$ cat src/rtl/keypad_scan_ctrl.sv
// 4x4 matrix keypad scanner: row strobing, press/release debounce, one-shot code strobe.
// Optional auto-repeat while a key is held is compiled in with `define KEY_REPEAT_EN.
module keypad_scan_ctrl #(
  parameter int SCAN_DIV        = 16,
  parameter int DEBOUNCE_CYCLES = 1000,
  parameter int REPEAT_CYCLES   = 50000
) (
  input  logic       clock,
  input  logic       reset,
  input  logic [3:0] col_in,
  output logic [3:0] row_out,
  output logic [3:0] code,
  output logic       rd_enable,
  output logic       key_down
);

  localparam int DW = (SCAN_DIV > 1) ? $clog2(SCAN_DIV) : 1;
  localparam int BW = (DEBOUNCE_CYCLES > 1) ? $clog2(DEBOUNCE_CYCLES) : 1;
  localparam logic [DW-1:0] DWELL_LAST = DW'(SCAN_DIV - 1);
  localparam logic [BW-1:0] DEB_LAST   = BW'(DEBOUNCE_CYCLES - 1);

  if (SCAN_DIV < 3 || DEBOUNCE_CYCLES < 1 || REPEAT_CYCLES < 1) begin : g_bad_cfg
    $error("keypad_scan_ctrl: invalid parameter set");
  end

`ifdef KEY_REPEAT_EN
  localparam int RW = (REPEAT_CYCLES > 1) ? $clog2(REPEAT_CYCLES) : 1;
  localparam logic [RW-1:0] RPT_LAST = RW'(REPEAT_CYCLES - 1);
  logic [RW-1:0] rpt_cnt;
`endif

  typedef enum logic [2:0] {SCAN, DEBOUNCE, CAPTURE, HELD, RELEASE} state_t;

  state_t        state;
  logic [3:0]    sync1, sync2;
  logic [DW-1:0] dwell;
  logic [BW-1:0] deb_cnt;
  logic [1:0]    row_idx, col_idx;
  logic          col_hit;

  assign col_hit = sync2[col_idx];

  function automatic logic [3:0] rot(input logic [3:0] r);
    return {r[2:0], r[3]};
  endfunction

  function automatic logic [1:0] low_col(input logic [3:0] c);
    if (c[0])      return 2'd0;
    else if (c[1]) return 2'd1;
    else if (c[2]) return 2'd2;
    else           return 2'd3;
  endfunction

  function automatic logic [1:0] enc_row(input logic [3:0] r);
    if (r[1])      return 2'd1;
    else if (r[2]) return 2'd2;
    else if (r[3]) return 2'd3;
    else           return 2'd0;
  endfunction

  // Counters stop at their terminal value and are reloaded, so none can wrap.
  always_ff @(posedge clock) begin
    if (reset) begin
      state     <= SCAN;
      sync1     <= '0;
      sync2     <= '0;
      dwell     <= '0;
      deb_cnt   <= '0;
      row_idx   <= '0;
      col_idx   <= '0;
      row_out   <= 4'b0001;
      code      <= '0;
      rd_enable <= 1'b0;
      key_down  <= 1'b0;
`ifdef KEY_REPEAT_EN
      rpt_cnt   <= '0;
`endif
    end else begin
      sync1     <= col_in;
      sync2     <= sync1;
      rd_enable <= 1'b0;
      case (state)
        SCAN: begin
          if (dwell == DWELL_LAST) begin
            dwell <= '0;
            if (|sync2) begin
              row_idx <= enc_row(row_out);
              col_idx <= low_col(sync2);
              deb_cnt <= '0;
              state   <= DEBOUNCE;
            end else begin
              row_out <= rot(row_out);
            end
          end else begin
            dwell <= dwell + DW'(1);
          end
        end
        DEBOUNCE: begin
          if (!col_hit) begin
            row_out <= rot(row_out);
            deb_cnt <= '0;
            dwell   <= '0;
            state   <= SCAN;
          end else if (deb_cnt == DEB_LAST) begin
            deb_cnt <= '0;
            state   <= CAPTURE;
          end else begin
            deb_cnt <= deb_cnt + BW'(1);
          end
        end
        CAPTURE: begin
          code      <= {row_idx, col_idx};
          rd_enable <= 1'b1;
          key_down  <= 1'b1;
          state     <= HELD;
`ifdef KEY_REPEAT_EN
          rpt_cnt   <= '0;
`endif
        end
        HELD: begin
          if (!col_hit) begin
            deb_cnt <= '0;
            state   <= RELEASE;
          end
`ifdef KEY_REPEAT_EN
          else if (rpt_cnt == RPT_LAST) begin
            rd_enable <= 1'b1;
            rpt_cnt   <= '0;
          end else begin
            rpt_cnt <= rpt_cnt + RW'(1);
          end
`endif
        end
        RELEASE: begin
          if (col_hit) begin
            deb_cnt <= '0;
            state   <= HELD;
`ifdef KEY_REPEAT_EN
            rpt_cnt <= '0;
`endif
          end else if (deb_cnt == DEB_LAST) begin
            key_down <= 1'b0;
            row_out  <= rot(row_out);
            dwell    <= '0;
            deb_cnt  <= '0;
            state    <= SCAN;
          end else begin
            deb_cnt <= deb_cnt + BW'(1);
          end
        end
        default: state <= SCAN;
      endcase
    end
  end

endmodule
$ cat config.mk
export PLATFORM = sky130hd
export DESIGN_NAME = keypad_scan_ctrl
export DESIGN_NICKNAME = d
export VERILOG_FILES = /design/src/rtl/keypad_scan_ctrl.sv
export SDC_FILE = /design/constraint.sdc
export NUM_CORES = 1
export LEC_CHECK = 0
export BUFFER_PORTS_ARGS = -buffer_cell sky130_fd_sc_hd__buf_2
export CAP_MARGIN = 5
export CORE_MARGIN = 2
export CORE_UTILIZATION = 45
export CTS_CLUSTER_DIAMETER = 200
export CTS_CLUSTER_SIZE = 8
export DETAILED_ROUTE_END_ITERATION = 16
export PLACE_DENSITY = 0.63
export SLEW_MARGIN = 20
export SYNTH_ARGS = -nofsm -noshare
export SYNTH_HDL_FRONTEND = slang
export SYNTH_SLANG_ARGS = --single-unit
export TNS_END_PERCENT = 1
$ cat constraint.sdc
create_clock -name clock -period 2.31 [get_ports clock]
set_input_delay 0.1155 -clock clock [delete_from_list [all_inputs] [get_ports clock]]
set_output_delay 0.1155 -clock clock [all_outputs]
set_load 0.02 [all_outputs]
==> flow_summary.toml <==
[run_status]
status = "completed"

[synth]
synth_simple_gate_area_share_pct = 28.06
yosys.area.top_type = "dfxtp_1"
synth_top_area_share_pct = 43.45
synth-compound-area-share_pct = 14.35
syn_area_um2 = 1797
synth_mux_area_share_pct = 8.844
synth_top_family_by_area = "simple AND/OR/NAND/NOR gates"
synth_xor_area_share_pct = 0.9749
netlist_top_cells_area = "dfxtp_1 (43%), mux2i_1 (6.1%), a21oi_1 (4.7%), nor2_1 (4.6%), nand3_1 (4.5%)"
synth_nets = 218
synth_fa_ha_area_share_pct = 1.393
syn_avg_cell_area_um2 = 8.556
syn_inst = 210
ys_types = 42
yosysWarnings = 0
ys_seq_area_share_pct = 43.45
ys_ff_latch = 39

[floorplanning]
start_util_pct = 47.99
design.core.area_um2 = 3744
dieArea_um2 = 4514
die_h_um = 67.19
rows = 22
ios = 16
die_w_um = 67.19

[min_path]
hold-path-cell-count = 2
whs_endpoint = "sync1[1]$_SDFF_PP0_"
hold_path.class = "in -> reg"
hold_start = "col_in[1]"

[route]
drcViolationCount = 0
ant_nets = 0
num_vias = 1469
drt_iter0_drc = 121
wl_per_cell_um = 12.40
drt_first_pass_iters = 4
finalWirelength_um = 3409
vias_per_cell = 5.342

[clocking]
post_cts_buffers = 0
cts_root_buf = "clkbuf_8"
cts_num_sinks = 39
clk_latency_ps = 290
hold_buffers = 0
ctsResizeCount = 0
clock_path_buffers = 2
cts_tree = "yes"
h-tree-depth = 2
clk_pin_slew_ps = 70
cts_inserted_buffers = 5

[final_layout]
drive_gt1_share_pct = 14.98
nNetsFinal = 235
diodes = 0
regArea_um2 = 780.7
multi_input_area_um2 = 963.4
area.growth.synth_to_final_pct = 11.98
num-fill-cells = 360

[global_routing]
grt_pass1_vias = 1357
grt_util_all_layers_pct = 17.15
antenna_found_initial = 0
grt_max_degree = 41
grt_overflow = 0
grt_pass1_wl_um = 5906

[setup_path]
crit_path_start_kind = "flip-flop"
r2r_start = "col_idx[0]$_SDFFE_PP0P_"
r2r_end = "deb_cnt[8]$_SDFFE_PP0P_"
ff2ff_path_depth = 5
crit_fanout = 9
critPathArrivalTime_ps = 2300
critPathCaptureType = "flip-flop"
critPathMaxStageDelay_ps = 620
worstPathRequired_ps = 2520
r2r_slack_ps = 230
path_class = "reg -> reg"
cp_slowest_cell = "mux4_2"
critPathLaunch = "col_idx[0]$_SDFFE_PP0P_"
crit_chain = "mux4_2 > mux2_4 > nor2_1 > o211ai_1 > a31oi_1"

[timing]
finClkSkew_ps = 6.946
worstMarginPinSlew_ps = 678.9
relSlewSlack_pct = 54.74
hold_viol = 0
slew_violations = 0
period_needed_ps = 2085
holdWs_ps = 37.22
rsz0062_at_grt = "no"
clock.fmax_ghz = 0.4797
finalSetupTns_ps = 0
finalSetupViolCount = 0
fin_crit_sh_pct = 90.24

[power]
p_per_area_nw_per_um2 = 594.0
peakVddDrop_mv = 0.5422
p_leak_nw = 0.7588

[placed_design]
gp_congestion = 0.7725
hpwl_um = 2442
place.port_buffers = 15

[job]
max_cap_viol_count = 0
==> registers in the layout (all words and copies together) (netlist names) <==
| signal | count |
|---|---|
| code | 4 |
| col_idx | 2 |
| deb_cnt | 10 |
| dwell | 4 |
| key_down | 1 |
| rd_enable | 1 |
| row_idx | 2 |
| row_out | 4 |
| state | 3 |
| sync1 | 4 |
| sync2 | 4 |
==> worst max path at each step <==
stage	to	depth (start not counted)
after detailed placement	deb_cnt[8]$_SDFFE_PP0P_	5
after floorplan	deb_cnt[2]$_SDFFE_PP0P_	4
after global routing	state[1]$_SDFFE_PP0P_	5
after global placement	state[1]$_SDFFE_PP0P_	5
after CTS	deb_cnt[8]$_SDFFE_PP0P_	5
final	deb_cnt[8]$_SDFFE_PP0P_	5
==> synth_stat cells <==
cell      instances
and3_1            1
and2_2            1
mux4_2            1
mux2i_1          11
nor2b_1           8
a21o_1            1
a21oi_1          17
ha_1              2
o22ai_1           1
and4b_1           1
nor3_1            6
or4b_1            1
nand2b_1         10
mux2_2            1
xnor2_1           2
a22o_1            2
inv_1             6
o21ai_0           9
o211ai_1          1
nor2_1           22
nor3b_1           2
o41ai_1           1
clkbuf_1          8
nor3_4            1
a31oi_1           3
mux2_4            1
nand3_1          16
and2_1            2
a211oi_1          2
o22a_1            1
nor4_1            2
o32ai_1           1
nand3b_1          1
or2_2             2
and3_2            1
dfxtp_1          39
and4_1            1
a31o_2            1
a22oi_1           2
o21ai_1           1
nand2_1          17
nand4b_1          1
==> per-stage QoR <==
step	setup slack (ps)	cells	area, µm²	power, mW	utilization (%)
global placement	314.8	268	1924	0.7513	51.40
CTS	228.3	275	2012	1.209	53.74
detailed placement	240.7	268	1924	0.7548	51.40
finish	225.5	275	2012	1.195	53.74
floorplan	397.3	210	1797	0.7399	-
global route	106.8	275	2012	1.241	53.74
==> cells by family after synthesis <==
kind of cell             Yosys count
AND/OR/NAND/NOR                   96
buffers and inverters             14
flip-flops                        39
multiplexers                      14
adder cells (fa/ha/maj)            2
AO/OA/AOI/OAI                     43
XOR/XNOR                           2
==> layout make-up <==
cell class,count,area share (%)
repair buffers,18,4.851
well taps,48,2.985
multi-input cells,157,47.89
clock inverters,1,0.2488
inverters,6,1.119
flip-flops and latches,39,38.81
clock buffers,6,4.104
==> placed cells by master, fill, tap and decap left out, types with 2 or more instances in the layout <==
cell and count:
a22o_1 2, nand2b_1 10, nor2_1 22, nor4_1 2, ha_1 2, nor3b_1 2
a211oi_1 2, or2_2 2, mux2i_1 11, a21oi_1 17, xnor2_1 2, nor2b_1 8
and2_1 2, inv_1 6, nand2_1 17, a31oi_1 3, o21ai_0 9, buf_4 3
buf_2 15, nand3_1 16, nor3_1 6, dfxtp_1 39, a22oi_1 2, clkbuf_8 6
==> worst max-delay path: cells and delay by family, from the launching register on <==
family	cells	cell delay [ps]
muxes	2	990
DFF	1	390
and+or+nand+nor	1	340
AOI/OAI and AO/OA	2	300
==> metal layers <==
layer	GRT usage (%)	vias to the layer above	routed length (µm)
met4	6.122	0	37
met3	4.000	4	151
met2	26.24	35	1506
met1	23.67	660	1714
li1	-	770	-
met5	0	-	0
==> power by group <==
group          leakage, nW  switching (mW)  total (mW)  internal (mW)
clock network       0.0470           0.222       0.456          0.234
logic                0.395          0.0261      0.0483         0.0222
registers            0.316         0.00736       0.691          0.683
total                0.759           0.256        1.20          0.939
Note: power is estimated with default switching activity, not from simulation.
